[src/rtl/mips_pc_sequencer_if.sv]
// Redirect/fetch handshake between pipeline resolution logic and the PC sequencer.
// master drives requests and fetch status; slave returns the PC action and status.
interface mips_pc_sequencer_if #(
  parameter int ADDR_W   = 32,
  parameter int OFFSET_W = 16,
  parameter int JUMP_W   = 26,
  parameter int COUNT_W  = 16
);
  logic                stall;
  logic                fetchReady;
  logic                reqBranch;
  logic                reqJump;
  logic                reqJumpR;
  logic [OFFSET_W-1:0] inOffset;
  logic [JUMP_W-1:0]   inJump;
  logic [ADDR_W-1:0]   inJumpr;
  logic [2:0]          action;
  logic [OFFSET_W-1:0] offset;
  logic [JUMP_W-1:0]   jump;
  logic [ADDR_W-1:0]   jumpr;
  logic                fetchValid;
  logic                flush;
  logic                busy;
  logic                overrun;
  logic [COUNT_W-1:0]  redirects;

  modport master (
    output stall, fetchReady, reqBranch, reqJump, reqJumpR, inOffset, inJump, inJumpr,
    input  action, offset, jump, jumpr, fetchValid, flush, busy, overrun, redirects
  );

  modport slave (
    input  stall, fetchReady, reqBranch, reqJump, reqJumpR, inOffset, inJump, inJumpr,
    output action, offset, jump, jumpr, fetchValid, flush, busy, overrun, redirects
  );
endinterface

[src/rtl/mips_pc_sequencer.sv]
// Drives the PC unit action/operands; direct redirects issue combinationally (0 cycles),
// redirects blocked by stall or !fetchReady are held pending and issue on the first go cycle.
module mips_pc_sequencer #(
  parameter int ADDR_W   = 32,
  parameter int OFFSET_W = 16,
  parameter int JUMP_W   = 26,
  parameter int COUNT_W  = 16
) (
  input  logic                 clk,
  input  logic                 rst_n,
  mips_pc_sequencer_if.slave   bus
);

  localparam logic [2:0] ACT_NONE   = 3'd0;
  localparam logic [2:0] ACT_INC    = 3'd1;
  localparam logic [2:0] ACT_BRANCH = 3'd2;
  localparam logic [2:0] ACT_JUMP   = 3'd3;
  localparam logic [2:0] ACT_JUMPR  = 3'd4;

  localparam logic [1:0] ST_BOOT = 2'd0;
  localparam logic [1:0] ST_RUN  = 2'd1;
  localparam logic [1:0] ST_PEND = 2'd2;

  logic [1:0]          state_q;
  logic [2:0]          pend_kind_q;
  logic [OFFSET_W-1:0] pend_offset_q;
  logic [JUMP_W-1:0]   pend_jump_q;
  logic [ADDR_W-1:0]   pend_jumpr_q;
  logic                overrun_q;
  logic [COUNT_W-1:0]  redirects_q;

  logic                go;
  logic                any_req;
  logic [2:0]          win_kind;
  logic [OFFSET_W-1:0] win_offset;
  logic [JUMP_W-1:0]   win_jump;
  logic [ADDR_W-1:0]   win_jumpr;

  logic [2:0]          action_c;
  logic [OFFSET_W-1:0] offset_c;
  logic [JUMP_W-1:0]   jump_c;
  logic [ADDR_W-1:0]   jumpr_c;
  logic                issue;
  logic                busy_c;
  logic [1:0]          state_d;

  assign go      = bus.fetchReady & ~bus.stall;
  assign any_req = bus.reqJumpR | bus.reqJump | bus.reqBranch;

  // Only the winning operand is carried; the losers are zeroed here so the
  // pending registers and outputs never hold stale operands.
  always_comb begin
    win_kind   = ACT_BRANCH;
    win_offset = '0;
    win_jump   = '0;
    win_jumpr  = '0;
    if (bus.reqJumpR) begin
      win_kind  = ACT_JUMPR;
      win_jumpr = bus.inJumpr;
    end else if (bus.reqJump) begin
      win_kind = ACT_JUMP;
      win_jump = bus.inJump;
    end else begin
      win_offset = bus.inOffset;
    end
  end

  always_comb begin
    action_c = ACT_NONE;
    offset_c = '0;
    jump_c   = '0;
    jumpr_c  = '0;
    issue    = 1'b0;
    busy_c   = 1'b0;
    state_d  = state_q;
    case (state_q)
      ST_BOOT: begin
        state_d = ST_RUN;
      end
      ST_RUN: begin
        if (any_req) begin
          if (go) begin
            action_c = win_kind;
            offset_c = win_offset;
            jump_c   = win_jump;
            jumpr_c  = win_jumpr;
            issue    = 1'b1;
          end else begin
            state_d = ST_PEND;
          end
        end else if (go) begin
          action_c = ACT_INC;
        end
      end
      ST_PEND: begin
        busy_c = 1'b1;
        if (go) begin
          action_c = pend_kind_q;
          offset_c = pend_offset_q;
          jump_c   = pend_jump_q;
          jumpr_c  = pend_jumpr_q;
          issue    = 1'b1;
          state_d  = ST_RUN;
        end
      end
      default: begin
        state_d = ST_BOOT;
      end
    endcase
  end

  always_ff @(posedge clk or negedge rst_n) begin
    if (!rst_n) begin
      state_q       <= ST_BOOT;
      pend_kind_q   <= ACT_NONE;
      pend_offset_q <= '0;
      pend_jump_q   <= '0;
      pend_jumpr_q  <= '0;
      overrun_q     <= 1'b0;
      redirects_q   <= '0;
    end else begin
      state_q <= state_d;
      if (state_q == ST_RUN && any_req && !go) begin
        pend_kind_q   <= win_kind;
        pend_offset_q <= win_offset;
        pend_jump_q   <= win_jump;
        pend_jumpr_q  <= win_jumpr;
      end else if (state_q == ST_PEND && go) begin
        pend_kind_q   <= ACT_NONE;
        pend_offset_q <= '0;
        pend_jump_q   <= '0;
        pend_jumpr_q  <= '0;
      end
      // Requests arriving while a redirect is pending are dropped and flagged.
      if (state_q == ST_PEND && any_req) begin
        overrun_q <= 1'b1;
      end
      if (issue && (redirects_q != {COUNT_W{1'b1}})) begin
        redirects_q <= redirects_q + COUNT_W'(1);
      end
    end
  end

  assign bus.action     = action_c;
  assign bus.offset     = offset_c;
  assign bus.jump       = jump_c;
  assign bus.jumpr      = jumpr_c;
  assign bus.fetchValid = (action_c != ACT_NONE);
  assign bus.flush      = issue;
  assign bus.busy       = busy_c;
  assign bus.overrun    = overrun_q;
  assign bus.redirects  = redirects_q;

endmodule

[src/flat_wrapper.sv]
// flat-port wrapper written by rule: the top's interface ports become plain ports
module mips_pc_sequencer_flat 
#(
  parameter int ADDR_W   = 32,
  parameter int OFFSET_W = 16,
  parameter int JUMP_W   = 26,
  parameter int COUNT_W  = 16
)
  (clk, rst_n, bus_stall, bus_fetchReady, bus_reqBranch, bus_reqJump, bus_reqJumpR, bus_inOffset, bus_inJump, bus_inJumpr, bus_action, bus_offset, bus_jump, bus_jumpr, bus_fetchValid, bus_flush, bus_busy, bus_overrun, bus_redirects);
  mips_pc_sequencer_if #(.ADDR_W(ADDR_W), .OFFSET_W(OFFSET_W), .JUMP_W(JUMP_W), .COUNT_W(COUNT_W)) bus_i ();
  input  logic clk;
  input  logic rst_n;
  input wire logic [$bits(bus_i.stall)-1:0] bus_stall;
  input wire logic [$bits(bus_i.fetchReady)-1:0] bus_fetchReady;
  input wire logic [$bits(bus_i.reqBranch)-1:0] bus_reqBranch;
  input wire logic [$bits(bus_i.reqJump)-1:0] bus_reqJump;
  input wire logic [$bits(bus_i.reqJumpR)-1:0] bus_reqJumpR;
  input wire logic [$bits(bus_i.inOffset)-1:0] bus_inOffset;
  input wire logic [$bits(bus_i.inJump)-1:0] bus_inJump;
  input wire logic [$bits(bus_i.inJumpr)-1:0] bus_inJumpr;
  output wire logic [$bits(bus_i.action)-1:0] bus_action;
  output wire logic [$bits(bus_i.offset)-1:0] bus_offset;
  output wire logic [$bits(bus_i.jump)-1:0] bus_jump;
  output wire logic [$bits(bus_i.jumpr)-1:0] bus_jumpr;
  output wire logic [$bits(bus_i.fetchValid)-1:0] bus_fetchValid;
  output wire logic [$bits(bus_i.flush)-1:0] bus_flush;
  output wire logic [$bits(bus_i.busy)-1:0] bus_busy;
  output wire logic [$bits(bus_i.overrun)-1:0] bus_overrun;
  output wire logic [$bits(bus_i.redirects)-1:0] bus_redirects;
  assign bus_i.stall = bus_stall;
  assign bus_i.fetchReady = bus_fetchReady;
  assign bus_i.reqBranch = bus_reqBranch;
  assign bus_i.reqJump = bus_reqJump;
  assign bus_i.reqJumpR = bus_reqJumpR;
  assign bus_i.inOffset = bus_inOffset;
  assign bus_i.inJump = bus_inJump;
  assign bus_i.inJumpr = bus_inJumpr;
  assign bus_action = bus_i.action;
  assign bus_offset = bus_i.offset;
  assign bus_jump = bus_i.jump;
  assign bus_jumpr = bus_i.jumpr;
  assign bus_fetchValid = bus_i.fetchValid;
  assign bus_flush = bus_i.flush;
  assign bus_busy = bus_i.busy;
  assign bus_overrun = bus_i.overrun;
  assign bus_redirects = bus_i.redirects;
  mips_pc_sequencer #(.ADDR_W(ADDR_W), .OFFSET_W(OFFSET_W), .JUMP_W(JUMP_W), .COUNT_W(COUNT_W)) u_core (.clk(clk), .rst_n(rst_n), .bus(bus_i));
endmodule
[config.mk]
export PLATFORM = sky130hd
export DESIGN_NAME = mips_pc_sequencer_flat
export DESIGN_NICKNAME = d
export VERILOG_FILES = /design/src/rtl/mips_pc_sequencer_if.sv /design/src/rtl/mips_pc_sequencer.sv /design/src/flat_wrapper.sv
export SDC_FILE = /design/constraint.sdc
export NUM_CORES = 1
export LEC_CHECK = 0
export ABC_AREA = 1
export CORE_ASPECT_RATIO = 2
export CORE_MARGIN = 2
export CORE_UTILIZATION = 45
export CTS_CLUSTER_SIZE = 16
export DETAILED_ROUTE_END_ITERATION = 8
export DONT_BUFFER_PORTS = 1
export PLACE_DENSITY_LB_ADDON = 0.08
export SLEW_MARGIN = 40
export SYNTH_ARGS = -nofsm -noshare
export SYNTH_HDL_FRONTEND = slang
export SYNTH_SLANG_ARGS = --single-unit
[constraint.sdc]
create_clock -name clk -period 3.03 [get_ports clk]
set_input_delay 0.606 -clock clk [delete_from_list [all_inputs] [get_ports clk]]
set_output_delay 0.606 -clock clk [all_outputs]
set_load 0.02 [all_outputs]
-- Yosys cells after proc, flatten, opt, wreduce, memory -nomap -nowiden
Index checks and enable logic that the tools add are counted.
- flip-flop bits (word level): 96
- input bits: 81
- output and inout port bits: 97
- logic and storage cells: 68
- $add $sub $neg: 1
- equal/unequal tests: 6
- mux-type cells: 40
- bitwise logic cells: 4
- reduce and logical (&&, ||, !) cells: 10
- operator list (kind ; count):
    2-to-1 mux 32 bit ; 6
    2-to-1 mux 26 bit ; 7
    2-to-1 mux 16 bit ; 7
    case mux 32 bit (2 select lines) ; 1
    case mux 26 bit (2 select lines) ; 1
    case mux 16 bit (2 select lines) ; 1
    2-to-1 mux 3 bit ; 6
    adder 16 x 1 -> 16 bit (second input constant) ; 1
    != test 16 bit (second input constant) ; 1
    2-to-1 mux 2 bit ; 3
    case mux 2 bit (3 select lines) ; 1
    case mux 3 bit (2 select lines) ; 1
    logical AND 1 bit ; 5
    2-to-1 mux 1 bit ; 5
    != test 2 x 1 -> 1 bit (second input constant) ; 2
    AND reduction 3 bit ; 1
    nonzero test 3 bit ; 1
    == test 2 x 1 -> 1 bit (second input constant) ; 1
    == test 2 bit (second input constant) ; 1
    logical NOT 2 bit ; 1
    != test 2 bit (second input constant) ; 1
    bitwise OR 1 bit ; 2
    case mux 1 bit (2 select lines) ; 1
    nonzero test 2 bit ; 1
    3 further kinds ; 3

-- Logic depth before layout (Yosys ltp)
- word-level depth: 6
- gate-level depth with buffers: 11
- depth with buffers taken out: 10

-- Worst setup path before layout
OpenSTA, ideal clock, no wires.
- path type: register -> output
- from: register u_core.state_q[0]
- to: output bus_jump[10]
- arrival: 1.957 ns
- required time: 2.424 ns
- path slack: 0.467 ns
- stages on the path, launching flop included: 9
- path buffers: 2
- cell sequence: dfrtp_1 inv_1 ha_1 inv_1 nor2_4 buf_4 clkbuf_1 nand2_1 a21oi_1
- longest elaborated chain between the ends: 2
- elaborated cells between the ends (all ways): 3
- those cells by class: 2 x eq/ne; 1 x mux
- RTL lines (what ; RTL line ; text):
    from (decl) ; mips_pc_sequencer.sv:24 ; logic [1:0] state_q;
    from (signal assigned) ; mips_pc_sequencer.sv:122 ; state_q <= state_d;
    == test 2 bit or == test 2 x 1 -> 1 bit (tied branches) ; mips_pc_sequencer.sv:76 ; case (state_q)
    case mux 26 bit (2 select lines) (*) ; mips_pc_sequencer.sv:76 ;
    to (decl) ; flat_wrapper.sv:23 ; output wire logic [$bits(bus_i.jump)-1:0] bus_jump;
Every way passes the cells marked *; elsewhere a longest branch is shown, timed or not.

-- Worst setup path after layout
- from: register u_core.state_q[0]
- to: output bus_offset[3]
- longest elaborated chain between the ends: 2
- elaborated cells between the ends (all ways): 3
- those cells by class: 2 x eq/ne; 1 x mux
- RTL lines (what ; RTL line ; text):
    == test 2 bit or == test 2 x 1 -> 1 bit (tied branches) ; mips_pc_sequencer.sv:76 ;
    case mux 16 bit (2 select lines) (*) ; mips_pc_sequencer.sv:76 ;
    to (decl) ; flat_wrapper.sv:22 ; output wire logic [$bits(bus_i.offset)-1:0] bus_offset;
Marked as above.

==> results_dict.tcl <==
set metrics [dict create \
    endpoint "bus_offset[3]" \
    rows 57 \
    grt_max_degree 97 \
    grt_first_pass_wirelength_mm 26.4 \
    fmax_ghz 0.350 \
    crit_required_ps 2420 \
    synth_top_cell_by_area "dfrtp_1" \
    cts_sinks 96 \
    ys_seq_area_share_pct 43.3 \
    stdcell_count 992 \
    power_frac_comb_pct 32.9 \
    die_width_um 82.5 \
    reg2reg_to "u_core.bus.redirects[12]$_DFFE_PN0P_" \
    finalCriticalPeriod_ps 2850 \
    hp-class "input port to asynchronous set/reset pin" \
    synth_nets 882 \
    p_int_mw 2.81 \
    leakage_nw 3.22 \
    synthFlopType "dfrtp_1" \
    htree_levels 3 \
    swShare_pct 40.4 \
    vias 5495 \
    rsz0062_at_grt "no" \
    nNetsFinal 926 \
    vdd.ir_drop.worst_mv 0.652 \
    maxCapViolations 0 \
    outcome "complete, no violations" \
    synth_cell_types 23 \
    cp_data_arrival_time_ps 2250 \
    diodes 0 \
    globalRouteOverflowTotal 0 \
    r2r_slack_ps 940 \
    power.total_mw 4.72 \
    min_period_over_period_pct 94.2 \
    maxSlewViolCount 0 \
    die_area_mm2 0.0133 \
    finalWeightedCongestion 0.794 \
    crit_start "u_core.state_q[0]$_DFFE_PN0P_" \
    clock_latency_ps 340 \
    floorplan.initialDensity_pct 45.8 \
    power_switching_mw 1.91 \
    core_mm2 0.0121 \
    synth_seq_cells 96 \
    cts_buffer_depth 2 \
    r2r-start "u_core.state_q[0]$_DFFE_PN0P_" \
    syn2layout_area_growth_pct 17.2 \
    finClkSkew_ps 8.85 \
    yosysTopAreaCellShare_pct 43.3 \
    die_y_um 161 \
    routed_wirelength_mm 16.4 \
    ys_top_cells_by_area "dfrtp_1 43%, nand2_1 22%, nand3_1 14%, a21oi_1 6.8%, buf_4 2.0%" \
    fin_util_pct 53.6 \
    hold_violations 0 \
    cts_tree "yes" \
    pre_cts_ws_ps -17.2 \
    grt_pass1_vias 5436 \
    postRouteAntennaNets 0 \
    antenna_found_initial 0 \
    drive_above_1_share_pct 14.4 \
    drtIter0Drc 349 \
    drc 0 \
    cp-start-kind "flop" \
    avgSynthCellArea_um2 6.97 \
    syn_inst 796 \
    crit_type "flop to primary output" \
    dr.pass1.iters 4 \
    endpoint_kind "primary output" \
    netlist_area_mm2 0.00555 \
    rr_worst_depth 11 \
    seq_power_share_pct 42.5 \
    track_usage_pct 25.3 \
    power.share.clock_pct 24.6 \
    setup_ws_ps 176 \
    pin_count 178 \
    cts_buffers 9 \
    clk_pin_slew_ps 80 \
    io_buffers 0 \
    hpwl_mm 11.1 \
    tightest_slew_ps 803 \
    worstPathMaxFanout 44 \
    cts-root-buf "clkbuf_16" \
    netlist_top_cells_count "321 x nand2_1, 155 x nand3_1, 96 x dfrtp_1" \
    viasPerCell 5.54 \
    synth-edff-count 0 \
    synth_most_common_cell "nand2_1" \
    setup_viol 0 \
    post_drt_wl_per_cell_um 16.6 \
    pwr_density_cell_mw_per_mm2 726 \
    yosysWarnings 0 \
    placedCellCount 970 \
    ys_async_sr_fraction_pct 100 \
    slew_headroom_pct 46.4 \
]
[sequential cells by signal, indices dropped and copies added, names as in the netlist]
name / flops
u_core.pend_kind_q: 3
u_core.pend_jump_q: 26
u_core.bus.overrun: 1
u_core.state_q: 2
u_core.pend_offset_q: 16
u_core.pend_jumpr_q: 32
u_core.bus.redirects: 16
[cell usage in the layout, fill, tap and decap left out]
cell type and count:
a22oi_1 1, o21ai_0 8, nand2_2 4, clkbuf_16 9, inv_1 27, inv_6 4
clkinv_2 1, nand2_1 320, buf_12 3, clkinvlp_4 1, xnor2_1 4, nand3_1 155
buf_4 85, bufinv_16 1, inv_2 5, nand3b_1 2, nor2_4 6, o21bai_1 2
ha_1 5, nand4_1 3, dfrtp_1 96, a21oi_1 75, buf_16 1, nor2_1 22
nand3_2 2, xor2_1 3
[timing repair]
item                                    CTS  global route
setup buffers                             4             0
cloned                                    1             0
endpoints found under the setup margin   62            24
pin swaps                                 1             0
gates resized for setup                   1             1
hold buffers                              1             0
hold endpoints to repair                 96             0
[worst max-delay path: stages, from the launching register on]
cell     delay, ps
dfrtp_1        380
inv_1           80
ha_1           380
inv_2          480
buf_12         290
a21oi_1        100
buf_4          170
[layout make-up]
class	instances	area, um^2
Tap cell	147	184
Timing Repair Buffer	89	726
Clock buffer	9	225
Fill cell	1237	5620
Inverter	32	120
Multi-Input combinational cell	612	2770
Clock inverter	7	77.6
Sequential cell	96	2400
[worst min path at each step]
stage / to / from / slack [ps] / depth (start not counted)
finish: u_core.pend_offset_q[10]$_DFFE_PN0P_ / rst_n / 170 / 1
global route: u_core.pend_offset_q[10]$_DFFE_PN0P_ / rst_n / 200 / 1
CTS: u_core.pend_offset_q[10]$_DFFE_PN0P_ / rst_n / 200 / 1
detailed placement: u_core.pend_offset_q[10]$_DFFE_PN0P_ / rst_n / 310 / 0
global placement: u_core.pend_offset_q[10]$_DFFE_PN0P_ / rst_n / 310 / 0
floorplan: u_core.bus.overrun$_DFFE_PN0P_ / rst_n / 310 / 0
[metrics by stage]
step,TNS (ps),instance area [um^2],hold WS [ps]
after CTS,0,6500,202
after detailed placement,-26.5,6120,313
after floorplan,0,5550,310
after global placement,-16.9,6120,313
final,0,6500,170
after global routing,0,6500,201
[cells by family (layout without fill, tap and decap cells)]
| kind of cell | count (synthesis) | count (layout) | share of synthesized area, % |
|---|---|---|---|
| and+or+nand+nor | 513 | 514 | 39.3 |
| DFF | 96 | 96 | 43.3 |
| buffers and inverters | 89 | 137 | 7.26 |
| AOI/OAI and AO/OA | 86 | 86 | 7.89 |
| xor gates and xnor gates | 7 | 7 | 1.10 |
| adders and majority gates | 5 | 5 | 1.13 |
[power groups by stage]
stage          sequential [mW]  clock (mW)  combinational [mW]
6_report                  2.00        1.16                1.55
5_1_grt                   2.06        1.24                1.76
4_1_cts                   2.00        1.19                1.57
3_5_place_dp              2.02           0                1.52
3_3_place_gp              2.01           0                1.47
2_1_floorplan             1.96           0                1.19
[metal layers]
metal	global-route usage (%)	routed length, um	vias to the layer above
met1	28.3	5800	2640
met3	5.70	1110	26
met5	0	0	-
li1	-	-	2667
met2	45.1	9060	162
met4	9.84	460	0
Power figures use the tool's default switching activity.
